==> src/rtl/tlb_op_ctrl.sv <==
// TLB maintenance initiator: sequences TLBP/TLBR/TLBWI/TLBWR into the TLB,
// returns CP0 Index/Entry writeback and owns the CP0 Random register.
module tlb_op_ctrl #(
    parameter int INDEX_BITS = 5,
    parameter int RANDOM_MAX = (1 << INDEX_BITS) - 1,
    parameter int EHI_BITS   = 27,
    parameter int ENTRY_BITS = 90
) (
    input  logic                  clk,
    input  logic                  rst,
    input  logic                  op_valid,
    input  logic [1:0]            op,
    output logic                  op_ready,
    input  logic                  flush,
    input  logic [EHI_BITS-1:0]   cp0_entryhi,
    input  logic [ENTRY_BITS-1:0] cp0_entry,
    input  logic [INDEX_BITS-1:0] cp0_index,
    input  logic [INDEX_BITS-1:0] cp0_wired,
    input  logic                  wired_we,
    output logic [INDEX_BITS-1:0] random,
    output logic [INDEX_BITS-1:0] tlb_index,
    output logic                  tlb_we,
    output logic [ENTRY_BITS-1:0] tlb_wdata,
    input  logic [ENTRY_BITS-1:0] tlb_rdata,
    output logic [EHI_BITS-1:0]   tlbp_entryhi,
    input  logic                  tlbp_p,
    input  logic [INDEX_BITS-1:0] tlbp_idx,
    output logic                  done,
    output logic                  cp0_index_we,
    output logic [31:0]           cp0_index_wdata,
    output logic                  cp0_entry_we,
    output logic [ENTRY_BITS-1:0] cp0_entry_wdata,
    output logic [1:0]            fsm_state
);

    localparam logic [1:0] OP_TLBP  = 2'd0;
    localparam logic [1:0] OP_TLBR  = 2'd1;
    localparam logic [1:0] OP_TLBWR = 2'd3;
    localparam logic [INDEX_BITS-1:0] RAND_TOP = INDEX_BITS'(RANDOM_MAX);
    localparam logic [INDEX_BITS-1:0] ONE      = INDEX_BITS'(1);

    typedef enum logic [1:0] {IDLE = 2'd0, EXEC = 2'd1, DONE = 2'd2} state_t;

    state_t                  state_q, state_d;
    logic [1:0]              op_q;
    logic                    accept;
    logic                    op_ready_d, tlb_we_d, done_d, cp0_index_we_d, cp0_entry_we_d;
    logic [INDEX_BITS-1:0]   tlb_index_d;
    logic [ENTRY_BITS-1:0]   tlb_wdata_d, cp0_entry_wdata_d;
    logic [EHI_BITS-1:0]     tlbp_entryhi_d;
    logic [31:0]             cp0_index_wdata_d;

    assign accept    = (state_q == IDLE) && op_valid && !flush;
    assign fsm_state = state_q;

    always_ff @(posedge clk or posedge rst) begin
        if (rst) state_q <= IDLE;
        else     state_q <= state_d;
    end

    always_comb begin
        state_d = state_q;
        case (state_q)
            IDLE:    if (accept) state_d = EXEC;
            EXEC:    state_d = DONE;
            DONE:    state_d = IDLE;
            default: state_d = IDLE;
        endcase
    end

    // Next values of the registered outputs; the tlb_* registers double as
    // the latched operands for the op in flight.
    always_comb begin
        op_ready_d        = (state_d == IDLE);
        tlb_we_d          = accept && op[1];
        done_d            = (state_q == EXEC);
        cp0_index_we_d    = (state_q == EXEC) && (op_q == OP_TLBP);
        cp0_entry_we_d    = (state_q == EXEC) && (op_q == OP_TLBR);
        tlb_index_d       = tlb_index;
        tlb_wdata_d       = tlb_wdata;
        tlbp_entryhi_d    = tlbp_entryhi;
        cp0_index_wdata_d = cp0_index_wdata;
        cp0_entry_wdata_d = cp0_entry_wdata;
        if (accept) begin
            tlb_index_d    = (op == OP_TLBWR) ? random : cp0_index;
            tlb_wdata_d    = cp0_entry;
            tlbp_entryhi_d = cp0_entryhi;
        end
        if (cp0_index_we_d) begin
            cp0_index_wdata_d     = '0;
            cp0_index_wdata_d[31] = tlbp_p;
            if (!tlbp_p) cp0_index_wdata_d[INDEX_BITS-1:0] = tlbp_idx;
        end
        if (cp0_entry_we_d) cp0_entry_wdata_d = tlb_rdata;
    end

    always_ff @(posedge clk or posedge rst) begin
        if (rst) begin
            op_q            <= '0;
            op_ready        <= 1'b1;
            tlb_we          <= 1'b0;
            done            <= 1'b0;
            cp0_index_we    <= 1'b0;
            cp0_entry_we    <= 1'b0;
            tlb_index       <= '0;
            tlb_wdata       <= '0;
            tlbp_entryhi    <= '0;
            cp0_index_wdata <= '0;
            cp0_entry_wdata <= '0;
        end else begin
            if (accept) op_q <= op;
            op_ready        <= op_ready_d;
            tlb_we          <= tlb_we_d;
            done            <= done_d;
            cp0_index_we    <= cp0_index_we_d;
            cp0_entry_we    <= cp0_entry_we_d;
            tlb_index       <= tlb_index_d;
            tlb_wdata       <= tlb_wdata_d;
            tlbp_entryhi    <= tlbp_entryhi_d;
            cp0_index_wdata <= cp0_index_wdata_d;
            cp0_entry_wdata <= cp0_entry_wdata_d;
        end
    end

    // Random free-runs down to Wired then wraps; a Wired write restarts it.
    always_ff @(posedge clk or posedge rst) begin
        if (rst)                                random <= RAND_TOP;
        else if (wired_we || random <= cp0_wired) random <= RAND_TOP;
        else                                    random <= random - ONE;
    end

endmodule

==> config.mk <==
export PLATFORM = sky130hd
export DESIGN_NAME = tlb_op_ctrl
export DESIGN_NICKNAME = d
export VERILOG_FILES = /design/src/rtl/tlb_op_ctrl.sv
export SDC_FILE = /design/constraint.sdc
export NUM_CORES = 1
export LEC_CHECK = 0
export ABC_CLOCK_PERIOD_IN_PS = 21700
export CAP_MARGIN = 20
export CORE_AREA = 2 2 187 189
export DETAILED_ROUTE_END_ITERATION = 10
export DIE_AREA = 0 0 189 191
export SLEW_MARGIN = 20
export SYNTH_ARGS = -nofsm -noshare
export SYNTH_HDL_FRONTEND = slang
export SYNTH_SLANG_ARGS = --single-unit
==> constraint.sdc <==
create_clock -name clk -period 21.7 [get_ports clk]
set_input_delay 6.51 -clock clk [delete_from_list [all_inputs] [get_ports clk]]
set_output_delay 6.51 -clock clk [all_outputs]
set_load 0.01 [all_outputs]
-- Yosys cells after proc, flatten, opt, wreduce, memory -nomap -nowiden
Index checks and enable logic that the tools add are counted.
- output and inout port bits: 256
- bits in registers: 232
- logic and storage cells: 33
- input bits: 230
- eq/ne operators: 3
- reduce and logical (&&, ||, !) cells: 10
- magnitude comparators: 1
- $add $sub $neg: 1
- mux-type cells: 5
- operators with widths (cell ; number):
    5-bit two-way mux ; 3
    2-bit logical NOT ; 3
    5-bit less-or-equal comparator ; 1
    1-bit logical AND ; 5
    5-bit by 1-bit subtractor with 5-bit output (second input constant) ; 1
    2-bit by 1-bit == test with 1-bit output (second input constant) ; 2
    2-bit one-hot mux with 2 select lines ; 1
    2-bit == test (second input constant) ; 1
    2-bit two-way mux ; 1
    1-bit logical NOT ; 1
    1-bit logical OR ; 1

-- Depth between registers and ports, before layout
- word-level depth: 6
- mapped depth: 5
- gate-level depth less buffers: 5

-- Worst setup path before layout
Ideal clock, no wire load.
- path kind: input-to-reg
- start point: input flush
- end point: register tlbp_entryhi[0]
- path buffers: 2
- required time: 21.572 ns
- setup slack: 13.940 ns
- cell stages on the path: 4
- arrival: 7.632 ns
- library setup time: 0.128 ns
- cells stage by stage: nor4b_2 -> buf_4 -> buf_4 -> mux2_1
- word-level cells in the longest chain between the ends: 2
- RTL lines (what ; line ; source):
    from (decl) ; 14 ; input logic flush,
    1-bit logical NOT ; 53 ; assign accept = (state_q == IDLE) && op_valid && !flush;
    1-bit logical AND ; 53 ;
    to (signal assigned) ; 119 ; tlbp_entryhi <= tlbp_entryhi_d;
    to (decl) ; 25 ; output logic [EHI_BITS-1:0] tlbp_entryhi,
Every way passes these cells.
A chain may end at the register's enable or synchronous reset.

-- Worst setup path in the final report
- start point: input flush
- end point: register tlb_wdata[14]
- word-level cells in the longest chain between the ends: 2
- RTL lines (what ; line ; source):
    1-bit logical NOT ; 53 ;
    1-bit logical AND ; 53 ;
    to (signal assigned) ; 118 ; tlb_wdata <= tlb_wdata_d;
    to (decl) ; 23 ; output logic [ENTRY_BITS-1:0] tlb_wdata,
Every way passes these cells.

==> summary.md <==
| Metric | Value |
|---|---|
| Synth Area in Simple Gates | `1.99%` |
| CTS sink count | `231` |
| DR iter-0 viols | `168` |
| Avg Cell Area, Syn | `16.0 sq um` |
| Largest net degree at the start of global routing | `104` |
| Critical Path End Type | `flip-flop` |
| CP Class | `in2reg` |
| Design area | `14800 sq um` |
| Critical Path AT | `9.19 ns` |
| Hold Startpoint | `tlb_wdata[24]` |
| Dpl hpwl | `19.7 mm` |
| Share of cells above drive strength 1 | `18.1%` |
| Slew margin rel. | `36.2%` |
| HP Class | `reg2reg` |
| P per Cell Area | `112 nW/um^2` |
| Period utilisation layout | `40.5%` |
| TritonCTS Buffers | `27` |
| Leakage | `6.12 nW` |
| Number of vias per cell | `4.19` |
| Post-Syn Area | `8980 sq um` |
| Share of Yosys cell area claimed by the top area cell type | `62.7%` |
| Initial core utilization | `26.3%` |
| Synth Area in Compound Gates | `0.822%` |
| Total Wirelength | `26.5 mm` |
| Die H | `191 um` |
| Nets | `1264` |
| Most instantiated cells after synthesis | `225 x dfrtp_1, 134 x mux2_2, 76 x mux2_1` |
| Netlist cell types | `29` |
| I/O Buffers | `459` |
| Asr flop ratio synth | `100%` |
| CP max FO | `68` |
| Total power | `1.66 mW` |
| Vias in the first global route | `6649` |
| Area after DPL | `13900 sq um` |
| Most common cell in the netlist | `dfrtp_1` |
| Post-route antenna net violation count | `0` |
| Clk buf depth | `3` |
| Post-CTS Setup Bufs | `0` |
| Sequential share of the synthesized area | `64.4%` |
| Root Driver | `clkbuf_16` |
| Initial antenna violation count | `0` |
| Critical Path Start | `flush` |
| Wire per inst | `17.6 um` |
| DRC viols | `0` |
| Yosys reg bits | `231` |
| Post_cts resized | `0` |
| Largest family of logic cells by synthesized area | `multiplexers` |
| CTS Hold Bufs | `0` |
| Tmin final | `8.78 ns` |
| XOR/XNOR share of the synthesized area | `0.293%` |
| Via count | `6295` |
| Multiplexer area fraction after synthesis | `26.9%` |
| Worst-Skew Late Latency | `0.54 ns` |
| GRT Total Usage | `14.1%` |
| CTS HTree Levels | `1` |
| First-pass GRT wire length | `39.8 mm` |
| Final Hold Fails | `0` |
| Drt pass-1 iters | `4` |
| Status | `finished clean` |
| Peak VDD IR | `0.0577 mV` |
| Fin Hold WS | `0.479 ns` |
| Mapped Cells | `562` |
| Slew of the pin with the lowest slew margin | `0.957 ns` |
| CP Launch Type | `primary input` |
| IO Pins | `486` |
| Synth top area cells | `dfrtp_1 63%, mux2_2 17%, mux2_1 9.5%, buf_4 3.2%, dfstp_2 1.8%` |
| Post-synth EDFFs | `0` |
| Fmax | `0.114 GHz` |
| Setup_tns | `0 ns` |
| Count of final max-slew check failures | `0` |
| Rows | `68` |
| Final Util | `43.3%` |
| Post-Synth Adder-Cell Area | `0.836%` |
| Final setup fails | `0` |
| Final GP Congestion | `0.749` |
| Area of the die | `36100 sq um` |
| P&R area growth vs syn | `64.6%` |
| RSZ-0062 raised after global routing | `no` |
| Global route overflow | `0` |
| Max cap viols | `0` |
| Reg-to-Reg Start | `fsm_state[0]` |
| Critical Path RT | `22.11 ns` |
| Yosys Warn Count | `0` |
| Clock tree from TritonCTS | `built` |
| Core ar. | `34100 sq um` |
| Setup Skew | `0.0211 ns` |
| Main flop type after synthesis | `dfrtp_1` |
| Yosys top cell by area | `dfrtp_1` |
| Clock-pin slew on the worst setup and hold paths | `0.05 ns` |
| Die W | `189 um` |
[where the power goes]
| group | total, mW | internal (mW) | switching, mW |
|---|---|---|---|
| registers | 0.641 | 0.572 | 0.0691 |
| clock network | 0.445 | 0.268 | 0.177 |
| logic | 0.571 | 0.364 | 0.207 |
[layout make-up]
type,count,area (sq um)
Inverter,8,37.5
Sequential cell,231,5790
Multi-Input combinational cell,296,2880
Fill cell,3176,19300
Clock inverter,7,68.8
Timing Repair Buffer,464,4630
Antenna cell,1,2.50
Tap cell,455,569
Clock buffer,42,812
[critical path, stage by stage]
cell and delay (ns):
clkdlybuf4s50_1 0.45, nor4b_4 0.27, buf_4 0.68, buf_4 0.81
mux2_1 0.40
[per-layer routing]
metal	up-vias	GRT usage, %	wire (um)	share of wire (%)
met5	-	0	0	0
met1	3145	16.3	10300	39
met4	0	4.27	621	2.3
met3	42	4.13	2170	8.2
li1	2840	-	-	-
met2	268	25.2	13400	50
[kinds of logic after synthesis]
logic type	after synthesis
adder cells (fa/ha/maj)	6
flip-flops	231
multiplexers	215
XOR/XNOR	3
AND/OR/NAND/NOR	32
AO/OA/AOI/OAI	14
other	1
buffers and inverters	60
[placed cells by master (no fill, tap or decap), types with 2 or more instances in the layout]
| cell | count |
|---|---|
| mux2_1 | 76 |
| buf_4 | 5 |
| dfstp_2 | 6 |
| a21oi_1 | 8 |
| clkbuf_8 | 8 |
| xnor2_1 | 3 |
| conb_1 | 26 |
| mux2_2 | 134 |
| clkbuf_1 | 7 |
| nand3_1 | 5 |
| o21ai_0 | 5 |
| dfrtp_1 | 225 |
| nand2b_1 | 5 |
| clkinvlp_4 | 2 |
| nand2_1 | 7 |
| nor2_1 | 6 |
| clkbuf_16 | 27 |
| ha_1 | 6 |
| mux2i_1 | 5 |
| clkinv_2 | 3 |
| inv_1 | 7 |
| clkdlybuf4s50_1 | 459 |
[worst paths after layout]
kind,end,slack [ns],cells after the start
worst min register to register,tlb_wdata[24],0.48,1
min in group asynchronous,cp0_entry_wdata[34],6.52,2
worst max register to register,tlb_wdata[14],18.91,4
worst min-delay path,tlb_wdata[24],0.48,1
worst max-delay path,tlb_wdata[14],12.92,5
max in group asynchronous,tlb_wdata[45],13.74,3
[stage by stage]
step           worst slack (ns)  std cells
6_report                  12.92       1504
5_1_grt                   12.73       1503
4_1_cts                   12.90       1503
3_5_place_dp              12.33       1454
3_3_place_gp              12.33       1454
2_1_floorplan              8.87        587
[sequential cells by signal (all words and copies together) (netlist names)]
signal and cells:
cp0_index_we 1, tlb_index 5, op_ready 1, cp0_entry_we 1
op_q 2, tlb_we 1, cp0_entry_wdata 90, random 5
done 1, tlb_wdata 90, fsm_state 1, tlbp_entryhi 27
cp0_index_wdata 6
Note: power is estimated with default switching activity, not from simulation.
